### config.mk
export PLATFORM = sky130hd
export DESIGN_NAME = four_phase_fifo
export DESIGN_NICKNAME = d
export VERILOG_FILES = /design/src/rtl/four_phase_fifo.sv
export SDC_FILE = /design/constraint.sdc
export NUM_CORES = 1
export LEC_CHECK = 0
export ABC_AREA = 0
export CAP_MARGIN = 20
export CORE_ASPECT_RATIO = 1.25
export CORE_UTILIZATION = 59
export CTS_CLUSTER_DIAMETER = 60
export DETAILED_ROUTE_END_ITERATION = 8
export GPL_TIMING_DRIVEN = 0
export PLACE_DENSITY = 0.84
export SLEW_MARGIN = 20
export SYNTH_ARGS = -nofsm -noshare
export SYNTH_HDL_FRONTEND = slang
export SYNTH_SLANG_ARGS = --single-unit
export TNS_END_PERCENT = 30
### constraint.sdc
create_clock -name clk -period 4.79 [get_ports clk]
set_clock_uncertainty 0.2 [all_clocks]
set_input_delay 0.958 -clock clk [delete_from_list [all_inputs] [get_ports clk]]
set_output_delay 0.958 -clock clk [all_outputs]
set_load 0.02 [all_outputs]
### src/rtl/four_phase_fifo.sv
// four_phase_fifo
// Elastic buffer between two four-phase (return-to-zero) bundled-data
// handshakes. Upstream words are written into a DEPTH-entry circular buffer
// and re-issued downstream with a registered data bus. Handshake inputs pass
// through SYNC synchroniser flops unless SYNC is 0.
//
// Handshake rules:
//   Upstream: up_data is valid from the rise of up_req to the rise of up_ack.
//   The word is captured when up_ack rises. The producer then drops up_req,
//   and up_ack drops in reply.
//   Downstream: dn_data is valid and frozen while dn_req is high. The word is
//   popped when dn_req falls in reply to dn_ack. The consumer then drops
//   dn_ack before the next word can be offered.
module four_phase_fifo #(
    parameter int WIDTH = 16,
    parameter int DEPTH = 4,
    parameter int SYNC  = 2
) (
    input  logic                     clk,
    input  logic                     rst,
    input  logic                     up_req,
    output logic                     up_ack,
    input  logic [WIDTH-1:0]         up_data,
    output logic                     dn_req,
    input  logic                     dn_ack,
    output logic [WIDTH-1:0]         dn_data,
    output logic [$clog2(DEPTH):0]   count,
    output logic                     full,
    output logic                     empty
);

    localparam int AW = $clog2(DEPTH);
    localparam int CW = AW + 1;
    localparam logic [CW-1:0] DEPTH_C = CW'(DEPTH);

    typedef enum logic {
        IN_IDLE = 1'b0,
        IN_ACK  = 1'b1
    } in_state_t;

    typedef enum logic [1:0] {
        OUT_IDLE = 2'd0,
        OUT_REQ  = 2'd1,
        OUT_RTZ  = 2'd2
    } out_state_t;

    logic             req_s;
    logic             ack_s;
    in_state_t        in_state;
    in_state_t        in_next;
    out_state_t       out_state;
    out_state_t       out_next;
    logic             wr_en;
    logic             ld_en;
    logic             pop_en;
    logic [AW-1:0]    wptr;
    logic [AW-1:0]    rptr;
    logic [WIDTH-1:0] mem [DEPTH];

    // Synchronise the two incoming handshake lines (or pass them through).
    generate
        if (SYNC == 0) begin : g_nosync
            assign req_s = up_req;
            assign ack_s = dn_ack;
        end else begin : g_sync
            logic [SYNC-1:0] req_chain;
            logic [SYNC-1:0] ack_chain;

            // Shift chains; all flops clear on reset.
            always_ff @(posedge clk or posedge rst) begin
                if (rst) begin
                    req_chain <= '0;
                    ack_chain <= '0;
                end else begin
                    req_chain[0] <= up_req;
                    ack_chain[0] <= dn_ack;
                    for (int i = 1; i < SYNC; i++) begin
                        req_chain[i] <= req_chain[i-1];
                        ack_chain[i] <= ack_chain[i-1];
                    end
                end
            end

            assign req_s = req_chain[SYNC-1];
            assign ack_s = ack_chain[SYNC-1];
        end
    endgenerate

    // Input FSM state register.
    always_ff @(posedge clk or posedge rst) begin
        if (rst) begin
            in_state <= IN_IDLE;
        end else begin
            in_state <= in_next;
        end
    end

    // Input FSM next state: accept a word only when not full (registered full,
    // so a pop on the same edge cannot open a slot until the following edge).
    always_comb begin
        in_next = in_state;
        wr_en   = 1'b0;
        case (in_state)
            IN_IDLE: begin
                if (req_s && !full) begin
                    wr_en   = 1'b1;
                    in_next = IN_ACK;
                end
            end
            IN_ACK: begin
                if (!req_s) begin
                    in_next = IN_IDLE;
                end
            end
            default: in_next = IN_IDLE;
        endcase
    end

    // The one-bit input state flop is the acknowledge itself: glitch-free.
    assign up_ack = (in_state == IN_ACK);

    // Output FSM state register.
    always_ff @(posedge clk or posedge rst) begin
        if (rst) begin
            out_state <= OUT_IDLE;
        end else begin
            out_state <= out_next;
        end
    end

    // Output FSM next state: load from registered empty (no bypass), pop on
    // ack, then wait for the consumer to return to zero.
    always_comb begin
        out_next = out_state;
        ld_en    = 1'b0;
        pop_en   = 1'b0;
        case (out_state)
            OUT_IDLE: begin
                if (!empty) begin
                    ld_en    = 1'b1;
                    out_next = OUT_REQ;
                end
            end
            OUT_REQ: begin
                if (ack_s) begin
                    pop_en   = 1'b1;
                    out_next = OUT_RTZ;
                end
            end
            OUT_RTZ: begin
                if (!ack_s) begin
                    out_next = OUT_IDLE;
                end
            end
            default: out_next = OUT_IDLE;
        endcase
    end

    // Downstream request and data flops; dn_data only changes on a load,
    // which can only happen while dn_req is low.
    always_ff @(posedge clk or posedge rst) begin
        if (rst) begin
            dn_req  <= 1'b0;
            dn_data <= '0;
        end else begin
            if (ld_en) begin
                dn_req  <= 1'b1;
                dn_data <= mem[rptr];
            end else if (pop_en) begin
                dn_req  <= 1'b0;
            end
        end
    end

    // Storage array; contents are deliberately left unreset.
    always_ff @(posedge clk) begin
        if (wr_en) begin
            mem[wptr] <= up_data;
        end
    end

    // Pointers wrap naturally because DEPTH is a power of two.
    always_ff @(posedge clk or posedge rst) begin
        if (rst) begin
            wptr <= '0;
            rptr <= '0;
        end else begin
            if (wr_en) begin
                wptr <= wptr + 1'b1;
            end
            if (pop_en) begin
                rptr <= rptr + 1'b1;
            end
        end
    end

    // Occupancy: the offered word stays counted until it is popped.
    always_ff @(posedge clk or posedge rst) begin
        if (rst) begin
            count <= '0;
        end else begin
            case ({wr_en, pop_en})
                2'b10:   count <= count + 1'b1;
                2'b01:   count <= count - 1'b1;
                default: count <= count;
            endcase
        end
    end

    assign full  = (count == DEPTH_C);
    assign empty = (count == '0);

endmodule

# Yosys cells after proc, flatten, opt, wreduce, memory -nomap -nowiden

Memories as Yosys holds them, arrays and structs flattened. A register that Yosys moved wholly into a read port is not among the register bits.
Index checks and enable logic that the tools add are counted.

Register bits: 15
Memory bits (writable): 64
Input bits: 20
Output and inout port bits: 23
Word-level logic and storage cells: 46
Memories kept: 1

Memory list:

| name | depth | bits a word | read ports | clocked after memory_dff | write ports | line | text |
|---|---|---|---|---|---|---|---|
| mem  | 4     | 16          | 1          | 1                        | 1           | 58   | `logic [WIDTH-1:0] mem [DEPTH];` |

Add/subtract/negate cells: 4
Eq/ne operators: 8
Muxes and demuxes: 17
Bitwise logic cells: 1
Reduce and logical (&&, ||, !) cells: 7

Operator list:

| cell                                                | count |
|---|---|
| two-way mux 1 bit                                   | 11 |
| two-way mux 2 bit                                   | 3 |
| inequality test 2 bit, second input constant        | 3 |
| case mux 2 bit (3 select lines)                     | 1 |
| case mux 3 bit (2 select lines)                     | 1 |
| adder 2 x 1 -> 2 bit, second input constant         | 2 |
| equality test 2 x 1 -> 1 bit, second input constant | 2 |
| equality test 2 bit, second input constant          | 2 |
| nonzero test 2 bit                                  | 2 |
| adder 3 x 1 -> 3 bit, second input constant         | 1 |
| equality test 3 bit, second input constant          | 1 |
| zero test 3 bit                                     | 1 |
| AND reduction 3 bit                                 | 1 |
| subtractor 3 x 1 -> 3 bit, second input constant    | 1 |
| zero test 2 bit                                     | 1 |
| case mux 1 bit (2 select lines)                     | 1 |
| logical AND 1 bit                                   | 1 |
| zero test 1 bit                                     | 1 |
| NOT 1 bit                                           | 1 |

# Longest topological paths before layout

Gate-level depths: netlist of run 1.

Depth in word-level cells: 7
Gate-level depth with buffers: 9
Gate-level depth less buffers: 9

# Least setup slack after synthesis of run 1

OpenSTA, ideal clock, no wires.

Path type: register to register
Start: register count[2]
End: register count[2]
Setup time: 80 ps
Data arrival time: 2,445 ps
Required time: 4,510 ps
Slack: 2,065 ps
Cell stages (with the launch flop): 10
Buffers on the path: 0
Period minus slack after synthesis: 2,725 ps
Path through: dfrtp_1 nor3b_1 nor3b_2 inv_1 ha_1 inv_1 fa_1 xor2_1 nor2_1 xor2_1

Cells in the longest elaborated chain, start to end: 7
Elaborated cells on any way between the ends: 11
Classes of those cells: add/sub: 2; eq/ne: 3; mux: 3; reduce/logical: 3

Ends and longest elaborated chain:

| element                                                               | line | text |
|---|---|---|
| from (decl)                                                           | 27   | `output logic [$clog2(DEPTH):0] count,` |
| from (signal assigned)                                                | 203  | `2'b10: count <= count + 1'b1;` |
| from (signal assigned)                                                | 204  | `2'b01: count <= count - 1'b1;` |
| from (signal assigned)                                                | 205  | `default: count <= count;` |
| equality test 3 bit (*)                                               | 210  | `assign full = (count == DEPTH_C);` |
| net full                                                              | 28   | `output logic full,` |
| zero test 1 bit (*)                                                   | 105  | `if (req_s && !full) begin` |
| logical AND 1 bit (*)                                                 | 105  |  |
| two-way mux 1 bit (*)                                                 | 105  |  |
| two-way mux 1 bit (*)                                                 | 103  | `case (in_state)` |
| equality test 2 x 1 -> 1 bit or equality test 2 bit (tied branches)   | 202  | `case ({wr_en, pop_en})` |
| case mux 3 bit (2 select lines) or nonzero test 2 bit (tied branches) | -    |  |

The timed path passes the listed nets; every way through them passes the cells marked *.
A chain may end at the register's enable or synchronous reset.

# Worst setup path in the final report of run 1

Start: register count[0]
End: output port full

Cells in the longest elaborated chain, start to end: 1

Ends and longest elaborated chain:

| element             | line |
|---|---|
| equality test 3 bit | 210 |
| to (decl)           | 28 |

No other way between the ends.

==> run_results.csv, run 1 <==
group,metric,value,unit
run_status,status,"complete, no violations",
yosys,synth-compound-area-share,0.412,%
routing,via_count,1712,
setup_path,cpPeakStageDelay,0.68,ns
sta,setup_violations,0,
yosys,synthSimpleGateAreaFrac,2.65,%
global_routing,grt_max_degree,32,
sta,relSlewSlack,40.8,%
yosys,synth_seq_cells,95,
floorplanning,dieHeight,89.8,µm
setup_path,crit_required,3.63,ns
yosys,syn_avg_cell_area,20.9,µm²
floorplanning,start_util,62.2,%
place,portBuffers,42,
clock_network,tritoncts,"yes",
setup_path,crit_family,"buffers and inverters",
sta,fmax,330,MHz
clock_network,cts_max_level,3,
yosys,synth_cell_types,27,
yosys,synthXorXnorAreaFrac,1.68,%
sta,final.min_clock_period,3.03,ns
routing,ant_nets,0,
floorplanning,dieWidth,72.3,µm
setup_path,critical_path_class,"flip-flop to output port",
routing,post_drt_via_cell_ratio,5.45,
pwr,p_leak,1.61,nW
yosys,muxShareOfSynthArea,16.4,%
clock_network,clk_latency,0.36,ns
place,gp_congestion,0.706,
clock_network,cts_root_buffer,"clkbuf_8",
routing,drc_errors,0,
setup_path,crit_chain,"nor3b_1, clkdlybuf4s50_1",
cells_and_area,syn_to_final_growth,19.8,%
yosys,ys_seq_area_share,74.1,%
yosys,syn-cell-area,3640,µm²
setup_path,crit_path_end_kind,"output port",
setup_path,worstPathArrival,1.87,ns
clock_network,cts_setup_buffers,0,
yosys,synthAdderAreaFrac,2.27,%
floorplanning,rows,31,
floorplanning,fp.coreArea,5860,µm²
cells_and_area,mostFrequentLayoutCells,"edfxtp_1, clkdlybuf4s50_1, dfrtp_1, mux4_2",
cells_and_area,drive_gt1_share,24.1,%
yosys,synth-edff-count,64,
cells_and_area,final_core_util,74.4,%
setup_path,cp_num_buf_inv,1,
global_routing,grt_antenna_before_repair,0,
routing,dr.pass1.iters,4,
global_routing,grt_usage,20.6,%
sta,worst_pin_slew,0.889,ns
sta,rsz0062_at_grt,"false",
pwr,power.density,624,nW/µm²
clock_network,clkTransAtPathRegs,0.09,ns
sta,min_period_over_period,63.3,%
yosys,ys_warn_count,0,
global_routing,grt_pass1_wl,9500,µm
setup_path,path_max_fanout,6,
yosys,syn_nets,200,
setup_path,cp-start-kind,"flip-flop",
sta,slew_violations,0,
clock_network,ctsHoldBuffers,0,
yosys,async_flop_share,32.6,%
sta,hold_viol,0,
floorplanning,ios,43,
setup_path,slowest_stage,"clkdlybuf4s50_1",
cells_and_area,nFillCells,342,
clock_network,numCtsBuffers,9,
yosys,synth_top_family_by_area,"multiplexers",
clock_network,clock-sinks,95,
global_routing,first_global_vias,1937,
routing,drtIter0Drc,60,
floorplanning,fp.dieArea,6490,µm²
cells_and_area,n_antenna_cell,0,
cells_and_area,layout_commonest_cell,"edfxtp_1",
yosys,syn_inst,174,
routing,routedWlPerCell,18.4,µm
clock_network,cts_resized,0,
cells_and_area,nNetsFinal,253,
clock_network,cts_buffer_depth,2,
yosys,ys.flop_type,"edfxtp_1",
global_routing,overflow,0,
sta,fin_tns_setup,0,ns
min_path,holdCritPathClass,"flip-flop to flip-flop",
routing,wirelength,5790,µm
flow_run,maxCapViolCount,0,
pwr,vdd_drop_max,0.315,mV
place,dp_hpwl,3760,µm
sta,hold_ws,0.165,ns
path summary, 6_finish.rpt:
path	from	to	slack [ns]	cells past startpoint
worst max-delay path	count[0]$_DFFE_PP0P_	full	1.76	2
worst min-delay path	g_sync.ack_chain[0]$_DFF_PP0_	g_sync.ack_chain[1]$_DFF_PP0_	0.16	0
worst max register to register	count[2]$_DFFE_PP0P_	mem[0][2]$_DFFE_PP_	2.36	3
worst min register to register	g_sync.ack_chain[0]$_DFF_PP0_	g_sync.ack_chain[1]$_DFF_PP0_	0.16	0
max in group asynchronous	rst	dn_data[2]$_DFFE_PP0P_	3.14	2
min in group asynchronous	rst	dn_data[15]$_DFFE_PP0P_	0.81	2
layout make-up:
type                            instances  area, µm²  area share (%)
Clock inverter                          6       68.8            1.58
Timing Repair Buffer                   42        420            9.64
Sequential cell                        95       2700            61.9
Clock buffer                           10        128            2.93
Buffer                                  6       58.8            1.35
Tap cell                               82        103            2.35
Multi-Input combinational cell         64        851            19.5
Inverter                                9       33.8           0.775
logic make-up (layout without fill, tap and decap cells):
family,count (synthesis),after routing
multiplexers,34,34
adder cells (fa/ha/maj),6,6
XOR/XNOR,7,7
flip-flops,95,95
AO/OA/AOI/OAI,2,2
AND/OR/NAND/NOR,15,15
buffers and inverters,15,73
report_power, final:
part           internal, mW  total [mW]  switching [mW]
clock network         0.245       0.519           0.274
registers              1.07        1.17           0.100
logic                 0.569        1.03           0.460
state kept, by name, summed over array words and instances, names as in the netlist:
signal            flops
mem                  64
dn_data              16
count                 3
g_sync.ack_chain      2
g_sync.req_chain      2
out_state             2
rptr                  2
wptr                  2
dn_req                1
up_ack                1
per-layer routing:
metal | global-route usage (%) | wire, µm | share of wire [%]
met5 | 0 | 0 | 0
met4 | 10.9 | 116 | 2.0
met3 | 4.04 | 150 | 2.6
met2 | 35.8 | 3300 | 57
met1 | 23.4 | 2220 | 38
cells in the mapped netlist (2+ instances only):
cell       n  area [µm²]
buf_6      2        22.5
xor2_1     3        26.3
inv_1      9        33.8
dfrtp_1   31         776
mux2_4     9         135
edfxtp_1  64        1920
mux2_2     8        90.1
mux4_2    16         360
ha_1       5        62.6
xnor2_1    4        35.0
nand2_1    3        11.3
and2_1     5        31.3
per-stage QoR:
step / instances / area, µm² / worst slack, ns / power (mW)
after floorplan: 174 / 3640 / 2.07 / 1.88
after global placement: 298 / 4160 / 2.14 / 2.18
after detailed placement: 298 / 4160 / 2.13 / 2.23
after CTS: 314 / 4360 / 1.73 / 2.75
after global routing: 314 / 4360 / 1.67 / 2.86
final: 314 / 4360 / 1.76 / 2.72
Power figures use the tool's default switching activity.
==> run 2, diff against run 1 <==
- CORE_UTILIZATION: 59 -> 55
- PLACE_DENSITY: 0.84 -> 0.79
- clock period: 4.79 -> 3.01 ns (I/O delays scaled with it)
==> run 2 against run 1 <==
Against the previous run: die area increased by 7.1%; sequential cell count did not move; worst hold slack better by 0.0051 ns; final cell count increased by 0.96%; non-clock buffer count stayed put; utilization shrank 5.4 points.
==> run_results.csv, run 2 (synthesized netlist as in run 1, its figures left out) <==
group,metric,value,unit
run_status,status,"complete, no violations",
setup_path,cp-start-kind,"flip-flop",
global_routing,grt_usage,18.3,%
global_routing,grt_max_degree,32,
global_routing,grt_pass1_wl,8600,µm
cells_and_area,multiInputGateArea,851,µm²
setup_path,cp_num_buf_inv,1,
setup_path,path_max_fanout,6,
routing,via_count,1673,
sta,fin_tns_setup,0,ns
flow_run,maxCapViolCount,0,
sta,min_period_over_period,89.7,%
cells_and_area,layout_commonest_cell,"edfxtp_1",
setup_path,worstPathArrival,1.90,ns
routing,drtIter0Drc,68,
setup_path,crit_path_end_kind,"output port",
sta,hold_viol,0,
setup_path,crit_family,"buffers and inverters",
sta,hold_ws,0.170,ns
place,dp_hpwl,3460,µm
cells_and_area,largest_reg_flops,64,
routing,wirelength,5500,µm
clock_network,cts_root_buffer,"clkbuf_8",
sta,relSlewSlack,43.5,%
global_routing,grt_antenna_before_repair,0,
pwr,p_leak,1.59,nW
cells_and_area,nNetsFinal,253,
clock_network,ctsHoldBuffers,0,
sta,fmax,370,MHz
setup_path,worstReg2RegStart,"count[0]$_DFFE_PP0P_",
sta,rsz0062_at_grt,"false",
floorplanning,fp.coreArea,6290,µm²
clock_network,cts_setup_buffers,0,
routing,ant_nets,0,
pwr,power.density,973,nW/µm²
sta,setup_violations,0,
min_path,holdCritPathClass,"flip-flop to flip-flop",
clock_network,clk_latency,0.36,ns
cells_and_area,mostFrequentLayoutCells,"edfxtp_1, clkdlybuf4s50_1, dfrtp_1, mux4_2",
sta,worst_pin_slew,0.848,ns
place,gp_congestion,0.690,
place,place_ws,0.583,ns
floorplanning,fp.dieArea,6950,µm²
sta,slew_violations,0,
clock_network,cts_max_level,3,
cells_and_area,syn_to_final_growth,19.2,%
cells_and_area,n_antenna_cell,0,
cells_and_area,drive_gt1_share,24.1,%
clock_network,numCtsBuffers,9,
clock_network,clkTransAtPathRegs,0.09,ns
min_path,hold_end,"g_sync.ack_chain[1]$_DFF_PP0_",
floorplanning,start_util,57.9,%
setup_path,cpPeakStageDelay,0.68,ns
floorplanning,dieHeight,93.0,µm
sta,final.min_clock_period,2.70,ns
global_routing,first_global_vias,1698,
setup_path,rrSetupSlack,0.60,ns
clock_network,clock-sinks,95,
routing,dr.pass1.iters,4,
routing,drc_errors,0,
place,portBuffers,42,
cells_and_area,nFillCells,424,
routing,post_drt_via_cell_ratio,5.28,
setup_path,slowest_stage,"clkdlybuf4s50_1",
clock_network,cts_resized,0,
cells_and_area,largest_registers,"mem (64), dn_data (16), count (3)",
sta,setup_slack,0.310,ns
global_routing,overflow,0,
setup_path,crit_required,2.21,ns
cells_and_area,top_register,"mem",
clock_network,cts_buffer_depth,2,
setup_path,critical_path_class,"flip-flop to output port",
setup_path,crit_chain,"nor3b_1, clkdlybuf4s50_1",
clock_network,tritoncts,"yes",
setup_path,worstRegToRegCells,9,
routing,routedWlPerCell,17.3,µm
setup_path,r2r-end,"count[2]$_DFFE_PP0P_",
min_path,hold_start,"g_sync.ack_chain[0]$_DFF_PP0_",
floorplanning,ios,43,
pwr,vdd_drop_max,0.531,mV
min_path,min_path_cells,0,
floorplanning,rows,32,
cells_and_area,regArea,2700,µm²
floorplanning,dieWidth,74.8,µm
-- run 2: cell types whose count changed in the layout (fill, tap and decap cells not counted), sizes merged --
cell / delta
clkinv: +1
clkinvlp: +1
inv: -1
bufinv: -1
-- run 2: per-layer routing --
layer	routed length [µm]	track usage [%]
met3	214	5.88
met1	2210	21.8
met4	109	7.55
met5	0	0
met2	2970	30.4
-- run 2: report_power, final --
part	internal [mW]	total, mW	leakage, nW	switching, mW
sequential	1.70	1.86	0.943	0.158
combinational	0.903	1.63	0.567	0.725
clock	0.304	0.737	0.0829	0.433
total	2.91	4.23	1.59	1.31
-- run 2: area by class of cell --
| cell class | instances | area share, % |
|---|---|---|
| sequential | 95 | 62.1 |
| clock inverter | 6 | 1.07 |
| inverter | 9 | 0.778 |
| multi-input combinational | 64 | 19.6 |
| tap | 85 | 2.45 |
| clock buffer | 10 | 2.94 |
| timing repair buffer | 42 | 9.68 |
| buffer | 6 | 1.35 |
-- run 2: how the worst max path moves through the flow --
stage / depth (start not counted) / slack (ns) / start / to
5_1_grt: 2 / 0.23 / count[0]$_DFFE_PP0P_ / full
3_5_place_dp: 3 / 0.58 / count[2]$_DFFE_PP0P_ / mem[2][15]$_DFFE_PP_
2_1_floorplan: 9 / 0.29 / count[2]$_DFFE_PP0P_ / count[2]$_DFFE_PP0P_
6_report: 2 / 0.31 / count[0]$_DFFE_PP0P_ / full
3_3_place_gp: 3 / 0.62 / count[2]$_DFFE_PP0P_ / mem[0][2]$_DFFE_PP_
4_1_cts: 2 / 0.29 / count[0]$_DFFE_PP0P_ / full
-- run 2: stage by stage --
step | cells | power (mW) | util (%) | area, µm²
floorplan | 174 | 2.99 | - | 3640
global placement | 301 | 3.49 | 66.3 | 4170
detailed placement | 301 | 3.55 | 66.3 | 4170
CTS | 317 | 4.28 | 69.1 | 4340
global route | 317 | 4.45 | 69.1 | 4340
finish | 317 | 4.23 | 69.1 | 4340
==> run 3, diff against run 2 <==
- SLEW_MARGIN: 20 -> 40
==> run 3 against run 2 <==
Against the previous run: non-clock buffer count stayed put; register-to-register slack hardly changed; power hardly changed; worst setup slack better by 0.0036 ns; routed wire length is 0.35% lower; worst hold slack worse by 0.00053 ns; critical path depth stayed put; final cell count stayed put; highest routed layer unchanged.
==> run_results.csv, run 3 (synthesized netlist as in run 1, its figures left out) <==
group,metric,value,unit
clock_network,cts_root_buffer,"clkbuf_8",
clock_network,ctsHoldBuffers,0,
global_routing,grt_max_degree,32,
setup_path,critical_path_class,"flip-flop to output port",
clock_network,tritoncts,"yes",
routing,drtIter0Drc,66,
clock_network,cts_resized,0,
place,portBuffers,42,
floorplanning,rows,32,
floorplanning,dieWidth,74.8,µm
setup_path,path_max_fanout,6,
setup_path,crit_path_end_kind,"output port",
min_path,holdCritPathClass,"flip-flop to flip-flop",
pwr,p_leak,1.60,nW
sta,hold_viol,0,
sta,slew_violations,0,
cells_and_area,nFillCells,425,
cells_and_area,fin_cells,317,
place,gp_congestion,0.690,
sta,rsz0062_at_grt,"false",
sta,min_period_over_period,89.6,%
global_routing,grt_pass1_wl,8600,µm
pwr,power.density,972,nW/µm²
floorplanning,ios,43,
clock_network,clock-sinks,95,
routing,drc_errors,0,
clock_network,cts_max_level,3,
routing,post_drt_via_cell_ratio,5.26,
cells_and_area,n_antenna_cell,0,
global_routing,first_global_vias,1698,
setup_path,slowest_stage,"clkdlybuf4s50_1",
flow_run,maxCapViolCount,0,
routing,routedWlPerCell,17.3,µm
cells_and_area,nNetsFinal,253,
setup_path,worstPathArrival,1.89,ns
routing,ant_nets,0,
routing,wirelength,5480,µm
floorplanning,dieHeight,93.0,µm
global_routing,overflow,0,
floorplanning,fp.coreArea,6290,µm²
cells_and_area,mostFrequentLayoutCells,"edfxtp_1, clkdlybuf4s50_1, dfrtp_1, mux4_2",
global_routing,grt_antenna_before_repair,0,
cells_and_area,largest_reg_flops,64,
clock_network,cts_buffer_depth,2,
setup_path,cpPeakStageDelay,0.68,ns
place,dp_hpwl,3460,µm
sta,setup_slack,0.313,ns
place,place_ws,0.583,ns
place,dp.cells,301,
cells_and_area,layout_commonest_cell,"edfxtp_1",
clock_network,clkTransAtPathRegs,0.08,ns
sta,worst_pin_slew,0.804,ns
setup_path,crit_required,2.21,ns
cells_and_area,final_core_util,69.1,%
clock_network,clk_latency,0.35,ns
cells_and_area,syn_to_final_growth,19.3,%
floorplanning,fp.dieArea,6950,µm²
cells_and_area,top_register,"mem",
floorplanning,start_util,57.9,%
clock_network,cts_setup_buffers,0,
pwr,vdd_drop_max,0.531,mV
sta,fmax,371,MHz
cells_and_area,largest_registers,"mem (64), dn_data (16), count (3)",
routing,via_count,1669,
sta,relSlewSlack,46.4,%
sta,final.min_clock_period,2.70,ns
run_status,status,"complete, no violations",
global_routing,grt_usage,18.3,%
cells_and_area,drive_gt1_share,25.4,%
clock_network,numCtsBuffers,9,
sta,setup_violations,0,
sta,fin_tns_setup,0,ns
routing,dr.pass1.iters,4,
setup_path,cp-start-kind,"flip-flop",
setup_path,crit_chain,"nor3b_1, clkdlybuf4s50_1",
[run 3: cell counts in the layout (fill, tap and decap cells not counted)]
No cell type changed its count.
[run 3: path summary, 6_finish.rpt]
check	start	end	slack, ns	cells after the start
hold reg to reg	g_sync.ack_chain[0]$_DFF_PP0_	g_sync.ack_chain[1]$_DFF_PP0_	0.17	0
min in group asynchronous	rst	dn_data[2]$_DFFE_PP0P_	0.46	2
setup / recovery	count[0]$_DFFE_PP0P_	full	0.31	2
max in group asynchronous	rst	rptr[0]$_DFFE_PP0P_	1.73	2
setup reg to reg	count[0]$_DFFE_PP0P_	count[2]$_DFFE_PP0P_	0.60	9
hold / removal	g_sync.ack_chain[0]$_DFF_PP0_	g_sync.ack_chain[1]$_DFF_PP0_	0.17	0
[run 3: metal layers]
metal  GRT usage (%)  vias to the layer above  share of wire (%)
met5               0                        -                  0
met4            7.55                        0                1.5
met3            5.88                        5                4.3
met2            30.4                       40                 54
met1            21.8                      855                 40
li1                -                      769                  -
[run 3: stage by stage]
step / total power, mW / hold WS (ns) / instance area (µm²)
6_report: 4.22 / 0.170 / 4350
5_1_grt: 4.45 / 0.187 / 4350
4_1_cts: 4.28 / 0.178 / 4340
3_5_place_dp: 3.55 / 0.137 / 4170
3_3_place_gp: 3.49 / 0.135 / 4170
2_1_floorplan: 2.99 / 0.131 / 3640
[run 3: layout make-up]
| class | count | area, µm² | area share (%) |
|---|---|---|---|
| Sequential cell | 95 | 2700 | 62.1 |
| Multi-Input combinational cell | 64 | 855 | 19.7 |
| Timing Repair Buffer | 42 | 420 | 9.67 |
| Clock buffer | 10 | 128 | 2.94 |
| Tap cell | 85 | 106 | 2.45 |
| Buffer | 6 | 58.8 | 1.35 |
| Clock inverter | 6 | 46.3 | 1.07 |
| Inverter | 9 | 33.8 | 0.777 |
[run 3: critical path: cells and delay by family, from the launching register on]
| family | cells | cell delay [ns] |
|---|---|---|
| buf+inv | 1 | 0.68 |
| flops | 1 | 0.47 |
| simple gates | 1 | 0.40 |
[run 3: where the power goes]
part	switching (mW)	internal, mW	leakage [nW]
clock network	0.429	0.305	0.0829
logic	0.725	0.905	0.569
registers	0.157	1.70	0.943
total	1.31	2.91	1.60
